--- src/rtl/pixel_match_scan.sv ---
// pixel_match_scan
//   Scans one frame of NPIX pixels from a synchronous pixel memory and emits
//   one `add` pulse per pixel whose value lies inside [thr_lo, thr_hi]
//   (inclusive, unsigned, thresholds latched at start). The pulses feed an
//   external counter stage. `reset_add` clears that counter before the scan,
//   and `done` marks the cycle in which the count is final.
//
// Ports
//   clk, reset_n         clock, async active-low reset
//   start, abort         scan request (IDLE only) / synchronous cancel
//   thr_lo, thr_hi       inclusive match bounds
//   mem_addr, mem_rd     pixel read address and strobe (data returns 1 cycle later)
//   pix_data             pixel read data
//   add, reset_add       counter-stage increment pulse / clear pulse
//   busy, done           scan in progress / count-final pulse
//
// state | meaning
// IDLE  | waiting for start, all outputs low
// CLEAR | one cycle, reset_add high, mem_addr = 0
// READ  | mem_rd high, mem_addr steps 0..NPIX-1
// DRAIN | two cycles, flushes the memory and match pipeline
// DONE  | one cycle, done high
module pixel_match_scan #(
    parameter int NPIX = 16384,
    parameter int AW   = 14,
    parameter int DW   = 8
) (
    input  logic          clk,
    input  logic          reset_n,
    input  logic          start,
    input  logic          abort,
    input  logic [DW-1:0] thr_lo,
    input  logic [DW-1:0] thr_hi,
    output logic [AW-1:0] mem_addr,
    output logic          mem_rd,
    input  logic [DW-1:0] pix_data,
    output logic          add,
    output logic          reset_add,
    output logic          busy,
    output logic          done
);

    typedef enum logic [2:0] {IDLE, CLEAR, READ, DRAIN, DONE} state_t;

    localparam logic [AW-1:0] last_addr = AW'(NPIX - 1);

    state_t        state;
    logic [DW-1:0] lo_q;
    logic [DW-1:0] hi_q;
    logic          rd_q;       // mem_rd delayed: pix_data is valid this cycle
    logic          drain_cnt;
    logic          pix_match;

    // An inverted window (lo > hi) can never satisfy both bounds.
    assign pix_match = (pix_data >= lo_q) && (pix_data <= hi_q);
    assign busy      = (state != IDLE);

    always_ff @(posedge clk or negedge reset_n) begin
        if (!reset_n) begin
            state     <= IDLE;
            lo_q      <= '0;
            hi_q      <= '0;
            rd_q      <= 1'b0;
            drain_cnt <= 1'b0;
            mem_addr  <= '0;
            mem_rd    <= 1'b0;
            add       <= 1'b0;
            reset_add <= 1'b0;
            done      <= 1'b0;
        end else begin
            rd_q      <= mem_rd;
            add       <= rd_q && pix_match;
            reset_add <= 1'b0;
            done      <= 1'b0;
            if (abort && state != IDLE) begin
                // mem_addr intentionally holds; in-flight reads are discarded.
                state  <= IDLE;
                mem_rd <= 1'b0;
                rd_q   <= 1'b0;
                add    <= 1'b0;
            end else begin
                case (state)
                    IDLE: begin
                        if (start) begin
                            lo_q      <= thr_lo;
                            hi_q      <= thr_hi;
                            mem_addr  <= '0;
                            reset_add <= 1'b1;
                            state     <= CLEAR;
                        end
                    end
                    CLEAR: begin
                        mem_rd <= 1'b1;
                        state  <= READ;
                    end
                    READ: begin
                        if (mem_addr == last_addr) begin
                            mem_rd    <= 1'b0;
                            drain_cnt <= 1'b0;
                            state     <= DRAIN;
                        end else begin
                            mem_addr <= mem_addr + 1'b1;
                        end
                    end
                    DRAIN: begin
                        if (drain_cnt) begin
                            done  <= 1'b1;
                            state <= DONE;
                        end else begin
                            drain_cnt <= 1'b1;
                        end
                    end
                    DONE: begin
                        state <= IDLE;
                    end
                    default: begin
                        state <= IDLE;
                    end
                endcase
            end
        end
    end

endmodule

--- config.mk ---
export PLATFORM = sky130hd
export DESIGN_NAME = pixel_match_scan
export DESIGN_NICKNAME = d
export VERILOG_FILES = /design/src/rtl/pixel_match_scan.sv
export SDC_FILE = /design/constraint.sdc
export NUM_CORES = 1
export LEC_CHECK = 0
export ABC_AREA = 1
export CORE_ASPECT_RATIO = 1.1
export CORE_MARGIN = 3
export CORE_UTILIZATION = 55
export CTS_CLUSTER_DIAMETER = 30
export DETAILED_ROUTE_END_ITERATION = 12
export GPL_ROUTABILITY_DRIVEN = 1
export PLACE_DENSITY = 0.89
export SLEW_MARGIN = 20
export SYNTH_ARGS = -nofsm -noshare
export SYNTH_HDL_FRONTEND = slang
export SYNTH_SLANG_ARGS = --single-unit
export TNS_END_PERCENT = 50
--- constraint.sdc ---
create_clock -name clk -period 3.16 [get_ports clk]
set_input_delay 0.632 -clock clk [delete_from_list [all_inputs] [get_ports clk]]
set_output_delay 0.632 -clock clk [all_outputs]
set_load 0.01 [all_outputs]
---- Word-level counts from Yosys, hierarchy flattened ----
Index checks and enable logic that the tools add are counted.
storage, ports and cells
  bits in latches ......................... 0
  bits in registers ....................... 39
  memory bits (read-only) ................. 0
  bits of input ports ..................... 28
  RAM bits ................................ 0
  memories kept ........................... 0
  logic and storage cells ................. 57
cells by class
  add/sub/neg operators ................... 1
  magnitude comparators ................... 2
  multiply operators ...................... 0
  reductions and logical operators ........ 13
  div/mod/pow operators ................... 0
  bitwise logic cells ..................... 1
  shifts and indexed selects .............. 0
  multiplexer cells ....................... 20
  eq/ne operators ......................... 10
operator list
  operator                 count
  $mux W14                 2
  $pmux W14 S2             1
  $add A14 B1 Y14 const B  1
  $eq A14 B14 Y1 const B   1
  $mux W3                  4
  $pmux W3 S4              1
  $mux W1                  10
  $ne A3 B3 Y1 const B     3
  $reduce_and A3 Y1        3
  $ge A8 B8 Y1             1
  $le A8 B8 Y1             1
  $eq A3 B2 Y1 const B     2
  $ne A2 B2 Y1 const B     3
  $reduce_bool A3 Y1       2
  $pmux W1 S2              2
  $reduce_and A4 Y1        1
  $reduce_bool A2 Y1       2
  $eq A3 B1 Y1 const B     1
  $logic_and A1 B1 Y1      3
  $logic_not A3 Y1         1
  $reduce_and A2 Y1        1
  $not A1 Y1               1

---- Logic depth before layout (Yosys ltp) ----
  word-level depth ........................ 4
  depth in mapped cells ................... 12
  depth with buffers taken out ............ 12

---- Worst setup path after synthesis ----
Ideal clock, no wire load.
  path kind ............................... register -> register
  start point ............................. reg mem_addr[0]
  end point ............................... reg mem_addr[9]
  arrival ................................. 1,422 ps
  setup slack ............................. 1,622 ps
  cell stages (with the launch flop) ...... 9
  period minus slack after synthesis ...... 1,538 ps
  path buffers ............................ 0
  cells stage by stage .................... dfrtp_1 > ha_1 > nand3_1 > nor3_4 > nand2_1 > nand3_1 > inv_1 > nand2_1 > nand2_1
on the way
  cells in the longest elaborated chain, start to end .. 3
  elaborated cells between the ends (all ways) .. 6
ends and longest elaborated chain
  element                                                   line     source
  start, declared                                           34       output logic [AW-1:0] mem_addr,
  start signal, assigned                                    102      mem_addr <= mem_addr + 1'b1;
  $add A14 B1 Y14 / $eq A14 B14 Y1 (equally long branches)  102, 97
  $mux W14 / $ne A2 B2 Y1 (equally long branches)           -
  $pmux W14 S2 / $reduce_and A4 Y1 (equally long branches)  -
Parallel ways exist; a longest one is shown, timed or not. The select of a mux whose other input is x is not followed.
A chain may end at the register's enable or synchronous reset.

---- Worst setup path in the final report ----
  start point ............................. reg state[0]
  end point ............................... out busy
on the way
  cells in the longest elaborated chain, start to end .. 1
ends and longest elaborated chain
  element                 line  source
  start, declared         47    state_t state;
  start signal, assigned  60    state <= IDLE;
  start signal, assigned  77    state <= IDLE;
  start signal, assigned  89    state <= CLEAR;
  $reduce_bool A3 Y1      56    assign busy = (state != IDLE);
  end, declared           39    output logic busy,
Every way passes these cells.

==> impl_metrics.toml <==
[synthesis]
ys.warnings.count = 0
ys_seq_area_share_pct = 41.7
muxShareOfSynthArea_pct = 0.963
synth-simple-area-share_pct = 31.7
synth_xor_area_share_pct = 1.87
synthAdderAreaFrac_pct = 9.09
synth_top_family_by_area = "simple AND/OR/NAND/NOR gates"
ys_seq_elements = 39
async_reset_ff_share_pct = 100
synth_compound_area_share_pct = 6.10
synth_fp_nets = 356
synth_edf_count = 0
syn_area_per_cell_um2 = 7.52
synth_cell_types = 27
ys.flop_type = "dfrtp_1"
syn_inst = 311
synth.cell_area_um2 = 2340

[critical_path]
startpoint_type = "register"
r2r-end = "mem_addr[0]$_DFFE_PN0P_"
cp.arrival_ps = 1430
worst-setup-path-type = "reg -> out"
slowest_stage = "clkdlybuf4s50_1"
r2r_slack_ps = 1330
path_cells = "nor2_2 > nand2_2 > clkdlybuf4s50_1"
cp_num_buf_inv = 1
critPathTopFamily = "buffers and inverters"
reg2regPathDepth = 8
cp_slowest_stage_delay_ps = 480
cp_max_fo = 5
end_kind = "output port"
reg2reg_from = "mem_addr[0]$_DFFE_PN0P_"
cp.required_ps = 2530

[cells_and_area]
fill_cells = 316
diodes = 0
layout_commonest_cell = "nand2_1"
area_growth_pct = 26.4
nets = 406
fin_area_um2 = 2960
final_layout_size_suffix_gt1_share_pct = 6.35
final_cell_mix = "nand2_1 (104), inv_1 (45), clkdlybuf4s50_1 (45), dfrtp_1 (39), nor2_1 (31)"
utilization_pct = 73.5

[clock_network]
cts_sinks = 39
cts_tree = "yes"
clk_path_buf_depth = 2
cts-root-buf = "clkbuf_8"
clkLatencyLatePin_ps = 290
post-cts-setup-buffer-count = 0
cts_buffers = 5
ctsHtreeMaxLevel = 2
cts_resized = 0
clkSlewWorstSetupHoldPaths_ps = 80
ctsHoldBuffers = 0

[die]
fp.dieArea_um2 = 5070
die_w_um = 68.2
coreArea_um2 = 4020
start_util_pct = 58.1
die_h_um = 74.4
placementRows = 24
pin_count = 47

[place]
place_area_um2 = 2840
dp_hpwl_um = 3830
port_buffers = 46
place_congestion = 0.912

[grt]
track_usage_pct = 22.6
grt_pass1_wl_um = 8710
gr-total-overflow = 0
grt_pass1_vias = 2080
grt_max_degree = 40
antenna_found_initial = 0

[detailed_routing]
routedWlPerCell_um = 12.6
via_per_inst = 5.13
wl_um = 5200
vias = 2125
ant_nets = 0
drt-initial-drc-count = 79
drc = 0
firstDrtPassIters = 4

[timing]
relSlewSlack_pct = 43.4
finalClockSkew_ps = 9.97
period_minus_slack_ps = 2060
setup_violations = 0
hold_viol = 0
rsz0062_at_grt = "no"
setup_tns_ps = 0
slew_violations = 0
worst_pin_slew_ps = 850
period_share_pct = 65.3
fmax_mhz = 485
whs_ps = 439

[power]
p_per_area_nw_per_um2 = 662
max-vdd-ir-drop_mv = 0.504
p_leak_uw = 0.00149

[outcome]
outcome = "finished clean"

[worst_hold_path]
hold_class = "in -> async"

[job]
drv_cap = 0
kinds of logic (layout without fill, tap and decap cells):
logic type	Yosys count	after routing
buf+inv	50	101
simple gates	170	170
compound gates	28	28
xor+xnor	5	5
mux	2	2
fa+ha+maj	17	17
flops	39	39
synth_stat cells, types with 2 or more instances:
master    number  area share [%]
nand2_1      104              17
inv_1         45             7.2
dfrtp_1       39              42
nor2_1        31             5.0
o21ai_0       19             4.1
ha_1          17             9.1
nand3_1       13             2.8
a21oi_1        8             1.7
nand4_1        5             1.3
nand2_2        4             1.1
nor3_1         4            0.86
xor2_1         4             1.5
nor2_2         3            0.80
clkbuf_1       2            0.32
state kept, by name, indices dropped and copies added (netlist names):
| signal | flops |
|---|---|
| state | 3 |
| hi_q | 8 |
| add | 1 |
| done | 1 |
| drain_cnt | 1 |
| mem_rd | 1 |
| lo_q | 8 |
| rd_q | 1 |
| mem_addr | 14 |
| reset_add | 1 |
layout make-up:
| type | count | area [µm²] | share of cell area (%) |
|---|---|---|---|
| Tap cell | 52 | 65.1 | 2.20 |
| Inverter | 46 | 173 | 5.84 |
| Sequential cell | 39 | 976 | 33.0 |
| Clock inverter | 2 | 35.0 | 1.18 |
| Multi-Input combinational cell | 222 | 1160 | 39.3 |
| Timing Repair Buffer | 47 | 463 | 15.7 |
| Clock buffer | 6 | 82.6 | 2.79 |
metrics by stage:
| stage | total power, µW | setup slack [ps] | std cells |
|---|---|---|---|
| final | 1960 | 1100 | 414 |
| after floorplan | 1280 | 1620 | 311 |
| after CTS | 1980 | 1080 | 414 |
| after global routing | 2120 | 1040 | 414 |
| after detailed placement | 1540 | 1050 | 406 |
| after global placement | 1480 | 1140 | 406 |
report_power, final:
| part | switching [µW] | leakage (µW) | internal [µW] |
|---|---|---|---|
| sequential | 67.6 | 0.000508 | 646 |
| clock | 177 | 0.0000612 | 256 |
| combinational | 489 | 0.000925 | 321 |
| total | 734 | 0.00149 | 1220 |
how the worst max path moves through the flow:
| stage | from | endpoint | cells after the start |
|---|---|---|---|
| CTS | state[0]$_DFFE_PN0P_ | busy | 3 |
| finish | state[0]$_DFFE_PN0P_ | busy | 3 |
| floorplan | mem_addr[0]$_DFFE_PN0P_ | mem_addr[9]$_DFFE_PN0P_ | 8 |
| global route | state[1]$_DFFE_PN0P_ | busy | 3 |
| detailed placement | pix_data[0] | add$_DFF_PN0_ | 9 |
| global placement | pix_data[0] | add$_DFF_PN0_ | 9 |
metal layers:
layer  vias up  wire length (µm)  GRT usage (%)  share of wire, %
li1       1069                 -              -                 -
met1       988              2280           25.5                44
met2        54              2560           39.9                49
met3        14               244           5.44               4.7
met4         0               123           10.4               2.4
met5         -                 0              0                 0
No activity file was read; power rests on OpenSTA's default activity.
